<file path="src/rtl/therm_conv_scheduler.sv">
// Round-robin scheduler sharing one binary-to-thermometer converter among
// NUM_REQ requesters; returns registered thermometer code, id, sat flag and a count.
module therm_conv_scheduler #(
  parameter int unsigned NUM_REQ     = 4,
  parameter int unsigned INPUT_WIDTH = 3,
  localparam int unsigned THERM_WIDTH = (2 ** INPUT_WIDTH) - 1,
  localparam int unsigned ID_WIDTH    = $clog2(NUM_REQ),
  localparam int unsigned BIN_WIDTH   = INPUT_WIDTH + 1
) (
  input  logic                           clk,
  input  logic                           rst_n,
  input  logic [NUM_REQ-1:0]             req_valid,
  input  logic [NUM_REQ*BIN_WIDTH-1:0]   req_binary,
  output logic [NUM_REQ-1:0]             req_ready,
  output logic                           out_valid,
  input  logic                           out_ready,
  output logic [THERM_WIDTH-1:0]         out_therm,
  output logic [ID_WIDTH-1:0]            out_id,
  output logic                           out_sat,
  output logic                           busy,
  output logic [15:0]                    conv_count
);

  typedef enum logic [1:0] {
    ST_IDLE = 2'd0,
    ST_CONV = 2'd1,
    ST_HOLD = 2'd2
  } state_t;

  state_t                 r_state;
  logic [ID_WIDTH-1:0]    r_rr_ptr;
  logic [BIN_WIDTH-1:0]   r_bin;
  logic [ID_WIDTH-1:0]    r_id;
  logic                   r_out_valid;
  logic [THERM_WIDTH-1:0] r_out_therm;
  logic [ID_WIDTH-1:0]    r_out_id;
  logic                   r_out_sat;
  logic                   r_busy;
  logic [15:0]            r_conv_count;

  logic                   w_grant_en;
  logic                   w_found;
  logic [ID_WIDTH-1:0]    w_sel;
  logic [ID_WIDTH-1:0]    w_idx;
  logic [ID_WIDTH-1:0]    w_rr_next;
  logic                   w_hs;
  logic [NUM_REQ-1:0]     w_req_ready;
  logic [BIN_WIDTH-1:0]   w_sel_bin;
  logic [THERM_WIDTH-1:0] w_therm;
  logic                   w_sat;

  // Grants open in IDLE, or in HOLD on the same edge the result is retired
  assign w_grant_en = rst_n && ((r_state == ST_IDLE) ||
                                ((r_state == ST_HOLD) && out_ready));

  // Round-robin pick: first valid requester at or after r_rr_ptr
  always_comb begin
    w_found = 1'b0;
    w_sel   = '0;
    w_idx   = '0;
    for (int unsigned k = 0; k < NUM_REQ; k++) begin
      w_idx = ID_WIDTH'((32'(r_rr_ptr) + k) % NUM_REQ);
      if (!w_found && req_valid[w_idx]) begin
        w_found = 1'b1;
        w_sel   = w_idx;
      end
    end
  end

  always_comb begin
    w_req_ready = '0;
    if (w_grant_en && w_found) begin
      w_req_ready[w_sel] = 1'b1;
    end
  end

  assign w_hs      = w_grant_en && w_found;
  assign w_rr_next = ID_WIDTH'((32'(w_sel) + 32'd1) % NUM_REQ);
  assign w_sel_bin = req_binary[32'(w_sel)*BIN_WIDTH +: BIN_WIDTH];

  // Shared converter, fed only from the captured bin register; large values saturate
  always_comb begin
    w_therm = '0;
    for (int unsigned j = 0; j < THERM_WIDTH; j++) begin
      w_therm[j] = (r_bin > BIN_WIDTH'(j));
    end
  end

  assign w_sat = r_bin[INPUT_WIDTH];

  always_ff @(posedge clk or negedge rst_n) begin
    if (!rst_n) begin
      r_state      <= ST_IDLE;
      r_rr_ptr     <= '0;
      r_bin        <= '0;
      r_id         <= '0;
      r_out_valid  <= 1'b0;
      r_out_therm  <= '0;
      r_out_id     <= '0;
      r_out_sat    <= 1'b0;
      r_busy       <= 1'b0;
      r_conv_count <= '0;
    end else begin
      if (r_out_valid && out_ready) begin
        r_conv_count <= r_conv_count + 16'd1;
      end
      if (w_hs) begin
        r_bin    <= w_sel_bin;
        r_id     <= w_sel;
        r_rr_ptr <= w_rr_next;
      end
      case (r_state)
        ST_IDLE: begin
          if (w_hs) begin
            r_state <= ST_CONV;
            r_busy  <= 1'b1;
          end
        end
        ST_CONV: begin
          r_out_therm <= w_therm;
          r_out_sat   <= w_sat;
          r_out_id    <= r_id;
          r_out_valid <= 1'b1;
          r_state     <= ST_HOLD;
        end
        ST_HOLD: begin
          if (out_ready) begin
            r_out_valid <= 1'b0;
            if (w_hs) begin
              r_state <= ST_CONV;
            end else begin
              r_state <= ST_IDLE;
              r_busy  <= 1'b0;
            end
          end
        end
        default: begin
          r_state <= ST_IDLE;
          r_busy  <= 1'b0;
        end
      endcase
    end
  end

  assign req_ready  = w_req_ready;
  assign out_valid  = r_out_valid;
  assign out_therm  = r_out_therm;
  assign out_id     = r_out_id;
  assign out_sat    = r_out_sat;
  assign busy       = r_busy;
  assign conv_count = r_conv_count;

endmodule

</file>
<file path="config.mk">
export PLATFORM = sky130hd
export DESIGN_NAME = therm_conv_scheduler
export DESIGN_NICKNAME = d
export VERILOG_FILES = /design/src/rtl/therm_conv_scheduler.sv
export SDC_FILE = /design/constraint.sdc
export NUM_CORES = 1
export LEC_CHECK = 0
export ABC_AREA = 1
export CORE_MARGIN = 10
export CORE_UTILIZATION = 51
export CTS_BUF_LIST = sky130_fd_sc_hd__clkbuf_4
export DETAILED_ROUTE_END_ITERATION = 10
export PLACE_DENSITY = 0.82
export SKIP_LAST_GASP = 1
export SYNTH_ARGS = -nofsm -noshare
export SYNTH_HDL_FRONTEND = slang
export SYNTH_SLANG_ARGS = --single-unit
</file>
<file path="constraint.sdc">
create_clock -name clk -period 2.8 [get_ports clk]
set_clock_uncertainty 0.15 [all_clocks]
set_input_delay 0.56 -clock clk [delete_from_list [all_inputs] [get_ports clk]]
set_output_delay 0.56 -clock clk [all_outputs]
set_load 0.02 [all_outputs]
</file>
==> results by group, run 1 <==
Die
  • Num ports: 55
  • Die Width: 86.3 um
  • Die height: 86.3 um
  • Die ar.: 7450 sq um
  • Core ar.: 4290 sq um
  • # rows: 24
  • Initial Utilization: 52.2%

STA
  • Fin. Hold Viols: 0
  • Final Slew Violations: 0
  • Minimum clock period: 2830 ps
  • Tcrit/Tclk final: 101%
  • Final setup margin: -33.7 ps
  • Setup_tns: -64.1 ps
  • Max-slew headroom: a little under 70%
  • Unrepaired setup endpoints after global routing: yes
  • Worst hold slack: 183 ps
  • Setup Viol. Count Final: 4
  • Fmax: 353 MHz
  • Least-Margin Pin Slew: 464 ps

Setup path
  • Most used cell, CP: nand2_2
  • Setup Crit Path Kind: flop to output port
  • Worst EP arrival: 2120 ps
  • Worst path cell trace: buf_6 -> nand2_2 -> nand2_2 -> nand2_2 -> nand2_4 -> nor2_8 -> nand3_2 -> nand2_4 -> ha_4 -> inv_1 -> nor2_1 -> buf_4
  • R2R setup slack: 550 ps
  • R2r endpoint: r_bin[2]$_DFFE_PN0P_
  • CP required: 2090 ps
  • Worst Reg-to-Reg Cells: 16
  • Critical path capture point type: output port
  • Largest incremental delay on the critical path: 470 ps
  • Crit path buf inv count: 3
  • CP Max Fanout: 7
  • CP delay by family, top: simple AND/OR/NAND/NOR gates
  • Crit path launch type: flop
  • Worst r2r src: r_rr_ptr[0]$_DFFE_PN0P_
  • Critical path's slowest cell: dfrtp_2

Worst hold path
  • Hold Path Class: primary input to asynchronous set/reset pin

Clock tree
  • CTS tree: yes
  • Clock slew at reported path FFs: 110 ps
  • CTS Buffer Depth: 2
  • Root buffer cell: clkbuf_4
  • CTS buffer count: 5
  • Sink Count: 38
  • Clock Latency Late Sink: 330 ps
  • Post-CTS Hold Fix Bufs: 0
  • Htree depth: 2

Placement
  • RePlAce Congestion: ~0.80
  • Number of port buffers: 54
  • Detailed Place HPWL: roughly 4000 um
  • Worst slack, placed: -647 ps

Synthesis
  • Asr flop ratio synth: 100%
  • Mapped Area: 2240 sq um
  • Top-area cell type share of the netlist area: 42.4%
  • Synth area leaders: dfrtp_1 42%, nand2_1 16%, inv_1 6.2%
  • Seq/Total Area, Yosys: 42.4%
  • Syn Area/Cell: between 7 and 8 sq um
  • Synth area leader: dfrtp_1
  • Main combinational cell family by area after synthesis: simple AND/OR/NAND/NOR gates
  • Post-synth EDFFs: 0
  • Post-Synthesis Cells: around 280
  • Number of distinct library cells after synthesis: 27
  • Top cells by count, synth: 94 x nand2_1, 38 x dfrtp_1, 37 x inv_1
  • Synth warnings: 0
  • Adder-cell area share of the yosys netlist: 2.79%
  • #FFs+latches synth: 38
  • Post-synthesis mux area share: 0%
  • Simple-gate share of the synthesized area: 36.3%
  • Synthesized Nets: 311
  • Xor/xnor cell area share of the yosys netlist: 5.86%
  • Cell with the most instances after synthesis: nand2_1
  • Synth Flop Type: dfrtp_1
  • Compound-Gate Fraction of Synth Area: 3.68%

Finish
  • Final Net Count: 397
  • Area growth, synth to finish: 44.5%
  • Share of cells above drive strength 1: 29.5%
  • Antenna cell count: 0
  • Final Core Density: 75.4%

Power
  • Sw frac: approximately 46%
  • Switching power summed over all nets: 0.00195 W
  • Worst vdd ir: 0.969 mV
  • Clock Power Share: a little over 8%
  • Pleak: 1.69 nW
  • Sequential share of power: 21.9%
  • Internal power: 0.00224 W
  • Pwr per Cell Area: 1290 nW/um^2
  • Gate power share: 69.8%

Status
  • Violated checks: negative setup slack
  • Status: complete, but fails checks

Routing
  • Antenna-violating nets left: 0
  • Post-DR wirelength/cell: 13.5 um
  • Iter 0 DRT Violations: 110
  • # DRC: 0
  • Vias: between 2000 and 2500
  • Total iterations of the first detailed-routing run: 4
  • Routed wire length: 5700 um
  • Vias per cell: 4.94

Global routing
  • Grt total ovfl: 0
  • Total track usage: 15.0%
  • First-pass GRT wire length: 9290 um
  • Number of global-route vias before repair: 2109
  • Pin count of the biggest net entering global routing: 39
  • Initial antenna violation count: 0

Job
  • Max_cap viols: 0
[worst reg2reg max path, delay by kind of cell (launching register included)]
family | cells | cell delay (ps)
buf+inv | 6 | 680
simple gates | 10 | 830
flops | 1 | 470
[logic make-up (layout without fill, tap and decap cells)]
group | count (synthesis) | count (layout)
adder cells (fa/ha/maj) | 5 | 5
buffers and inverters | 47 | 133
XOR/XNOR | 15 | 15
flip-flops | 38 | 38
AND/OR/NAND/NOR | 162 | 162
AO/OA/AOI/OAI | 16 | 16
[per-layer routing]
metal | GRT usage, % | wire length [um] | up-vias
met1 | 16.9 | 2340 | 952
met5 | 0 | 0 | -
li1 | - | - | 1044
met2 | 25.7 | 2770 | 67
met3 | 6.19 | 457 | 15
met4 | 3.53 | 128 | 0
[through the flow]
step | cell area [sq um] | total power (W) | std cells
after global placement | 2930 | 0.00309 | 401
after global routing | 3240 | 0.00452 | 421
final | 3240 | 0.00419 | 421
after floorplan | 2240 | 0.00235 | 283
after detailed placement | 2930 | 0.00316 | 401
after CTS | 3150 | 0.00391 | 417
[registers in the layout, indices dropped and copies added (netlist names)]
register / flops
busy: 1
conv_count: 16
out_id: 2
out_sat: 1
out_therm: 7
out_valid: 1
r_bin: 4
r_id: 2
r_rr_ptr: 2
r_state: 2
[how the worst max path moves through the flow]
stage	start	to	cells after the start
finish	r_rr_ptr[0]$_DFFE_PN0P_	req_ready[0]	12
global route	r_rr_ptr[0]$_DFFE_PN0P_	req_ready[1]	14
detailed placement	req_valid[2]	req_ready[1]	13
floorplan	req_valid[2]	req_ready[1]	11
global placement	req_valid[2]	req_ready[2]	14
CTS	r_rr_ptr[0]$_DFFE_PN0P_	req_ready[1]	13
[timing repair]
action | in CTS | in global routing
pin swaps | 20 | 11
buffers inserted | 9 | 4
endpoints found under the setup margin | 4 | 4
resized for setup | 55 | 17
[power by group through the flow]
stage / registers, W / logic [W] / clock network, W
2_1_floorplan: 0.00103 / 0.00132 / 0
3_3_place_gp: 0.000904 / 0.00219 / 0
3_5_place_dp: 0.000913 / 0.00225 / 0
4_1_cts: 0.000911 / 0.00264 / 0.000357
5_1_grt: 0.000942 / 0.00319 / 0.000383
6_report: 0.000918 / 0.00292 / 0.000349
[cells in the final DEF, fill, tap and decap left out, types with 10 or more instances in the layout]
| cell type | instances |
|---|---|
| nor2_1 | 13 |
| dfrtp_1 | 36 |
| nand3_2 | 10 |
| clkdlybuf4s50_1 | 45 |
| nand2_1 | 79 |
| o21ai_0 | 12 |
| buf_4 | 30 |
| nand2_2 | 21 |
| inv_1 | 31 |
| nand3_1 | 10 |
[cell type report]
type                            count  area (sq um)
Multi-Input combinational cell    198          1230
Fill cell                         298          1050
Sequential cell                    38           953
Timing Repair Buffer               82           738
Inverter                           44           180
Tap cell                           52          65.1
Clock buffer                        5          37.5
Clock inverter                      2          33.8
Power figures use the tool's default switching activity.
==> run 2, diff against run 1 <==
- CORE_ASPECT_RATIO: not set -> 0.6
- clock period: 2.8 -> 3.15 ns (I/O delays scaled with it)
==> run 2 against run 1 <==
Net effect:
- utilization fell by 0.93 points
- non-clock buffer count is 9 lower
- the flow now finishes without violations
- total power is 20% lower
==> results by group, run 2 (synthesis gave the netlist of run 1 again) <==
STA
  • Tcrit/Tclk final: approximately 100%
  • Unrepaired setup endpoints after global routing: yes
  • Final setup margin: 80.2 ps
  • Least-Margin Pin Slew: 455 ps
  • Minimum clock period: 3070 ps
  • Final Slew Violations: 0
  • Setup Viol. Count Final: 0
  • Fin. Hold Viols: 0
  • Worst hold slack: 256 ps
  • Setup_tns: 0 ps
  • Max-slew headroom: 69.7%
  • Fmax: roughly 330 MHz

Power
  • Pleak: around 1.7 nW
  • Pwr per Cell Area: approximately 1100 nW/um^2
  • Internal power: 0.00177 W
  • Worst vdd ir: 0.638 mV
  • Switching power summed over all nets: 0.00156 W
  • Gate power share: 66.0%
  • Sequential share of power: 24.5%
  • Clock Power Share: 9.4%
  • Sw frac: 46.9%

Setup path
  • CP required: 2370 ps
  • Setup Crit Path Kind: primary input to output port
  • Critical path capture point type: output port
  • R2r endpoint: r_id[0]$_DFFE_PN0P_
  • Worst Reg-to-Reg Cells: 15
  • Worst r2r src: r_rr_ptr[1]$_DFFE_PN0P_
  • Most used cell, CP: nand2_2
  • Worst EP arrival: 2290 ps
  • CP delay by family, top: buffers and inverters
  • Largest incremental delay on the critical path: ~500 ps
  • Crit path buf inv count: 5
  • Critical path's slowest cell: clkdlybuf4s50_1
  • R2R setup slack: about 860 ps
  • CP Max Fanout: 6
  • Crit path launch type: primary input
  • Worst path cell trace: clkdlybuf4s50_1 -> inv_2 -> nand2_2 -> nand3_2 -> nand2_2 -> nand2_2 -> nand2_1 -> nand2_2 -> nand3_4 -> inv_4 -> ha_1 -> inv_1 -> nor2_1 -> buf_4

Routing
  • Vias: 2007
  • Total iterations of the first detailed-routing run: 4
  • Vias per cell: between 4 and 5
  • Routed wire length: 5650 um
  • Post-DR wirelength/cell: approximately 13 um
  • Iter 0 DRT Violations: 90
  • # DRC: 0
  • Antenna-violating nets left: 0

Die
  • Initial Utilization: 53.8%
  • Die height: 71.4 um
  • Die ar.: 7540 sq um
  • Num ports: 55
  • # rows: 18
  • Core ar.: 4170 sq um
  • Die Width: 106 um

Global routing
  • Pin count of the biggest net entering global routing: 39
  • Total track usage: 14.6%
  • Grt total ovfl: 0
  • First-pass GRT wire length: between 9000 and 10000 um
  • Initial antenna violation count: 0
  • Number of global-route vias before repair: 1966

Placement
  • RePlAce Congestion: a little over 0.8
  • Placed Cells: 406
  • Detailed Place HPWL: 4390 um
  • Number of port buffers: 54
  • Worst slack, placed: -448 ps

Finish
  • Antenna cell count: 0
  • Max reg flops: 16
  • Commonest cells after routing, fill and taps aside: 88 x nand2_1, 46 x clkdlybuf4s50_1, 38 x dfrtp_1, 31 x inv_1, 21 x buf_4
  • Final cell count without fillers: 420
  • Area growth, synth to finish: 38.4%
  • Final Net Count: 388
  • Commonest non-fill, non-tap cell in the layout: nand2_1
  • Share of cells above drive strength 1: 22.8%

Clock tree
  • Root buffer cell: clkbuf_4
  • Clock Latency Late Sink: roughly 340 ps
  • CTS buffer count: 5
  • CTS tree: yes
  • CTS Buffer Depth: 2
  • Htree depth: 2
  • Sink Count: 38
  • Post-CTS Hold Fix Bufs: 0
  • Clock slew at reported path FFs: around 110 ps

Job
  • Max_cap viols: 0

Worst hold path
  • Hold Path Class: primary input to asynchronous set/reset pin

Status
  • Status: finished, final reports clean
## run 2: cell types whose count changed in the layout (fill, tap and decap cells not counted), moves of 3 or more
cell            change
inv_2               +3
ha_1                +4
ha_4                -4
nand2_2             -8
buf_4               -9
dlymetal6s2s_1      +3
nand2_1             +9
dlygate4sd2_1       -4
## run 2: per-stage QoR
| step | power (W) | utilization (%) | instance area [sq um] |
|---|---|---|---|
| final | 0.00334 | 74.5 | 3100 |
| after floorplan | 0.00209 | - | 2240 |
| after detailed placement | 0.00280 | 70.2 | 2930 |
| after CTS | 0.00312 | 71.6 | 2980 |
| after global routing | 0.00362 | 74.5 | 3100 |
| after global placement | 0.00275 | 70.2 | 2930 |
## run 2: worst max-delay path by stage
stage / startpoint / endpoint / slack [ps] / cells after the start
3_5_place_dp: req_valid[3] / req_ready[3] / -450 / 13
4_1_cts: req_valid[3] / req_ready[1] / 10 / 15
5_1_grt: req_valid[2] / req_ready[3] / -40 / 14
3_3_place_gp: req_valid[2] / req_ready[1] / -410 / 13
2_1_floorplan: req_valid[2] / req_ready[1] / 510 / 11
6_report: req_valid[2] / req_ready[3] / 80 / 14
## run 2: repair_timing
| action | 4_1_cts | 5_1_grt |
|---|---|---|
| setup endpoints to repair | 4 | 4 |
| setup buffers | 0 | 7 |
| resized for setup | 17 | 26 |
| pin swaps | 0 | 6 |
| hold endpoints to repair | 0 | 0 |
## run 2: cell type report
class / instances / area (sq um)
multi-input cells: 198 / 1150
fillers: 309 / 1060
flip-flops and latches: 38 / 951
repair buffers: 73 / 686
inverters: 44 / 170
well taps: 60 / 75.1
clock buffers: 5 / 37.5
clock inverters: 2 / 33.8
## run 2: power by group through the flow
stage                     combinational [W]  clock, W  sequential [W]
after CTS                           0.00198  0.000322        0.000810
final                               0.00220  0.000315        0.000819
after global placement              0.00194         0        0.000812
after floorplan                     0.00117         0        0.000916
after detailed placement            0.00198         0        0.000819
after global routing                0.00244  0.000344        0.000842
## run 2: per-layer routing
metal | routed length (um) | GRT usage [%] | vias to the layer above
met4 | 106 | 5.53 | 0
met2 | 2470 | 21.6 | 54
met5 | 0 | 0 | -
met1 | 2810 | 20.0 | 919
met3 | 265 | 4.11 | 10
li1 | - | - | 1024
==> run 3, diff against run 2 <==
- ABC_CLOCK_PERIOD_IN_PS: not set -> 3150
==> results of run 3 <==
The final DEF is identical to that of run 2; final timing and power are the same.
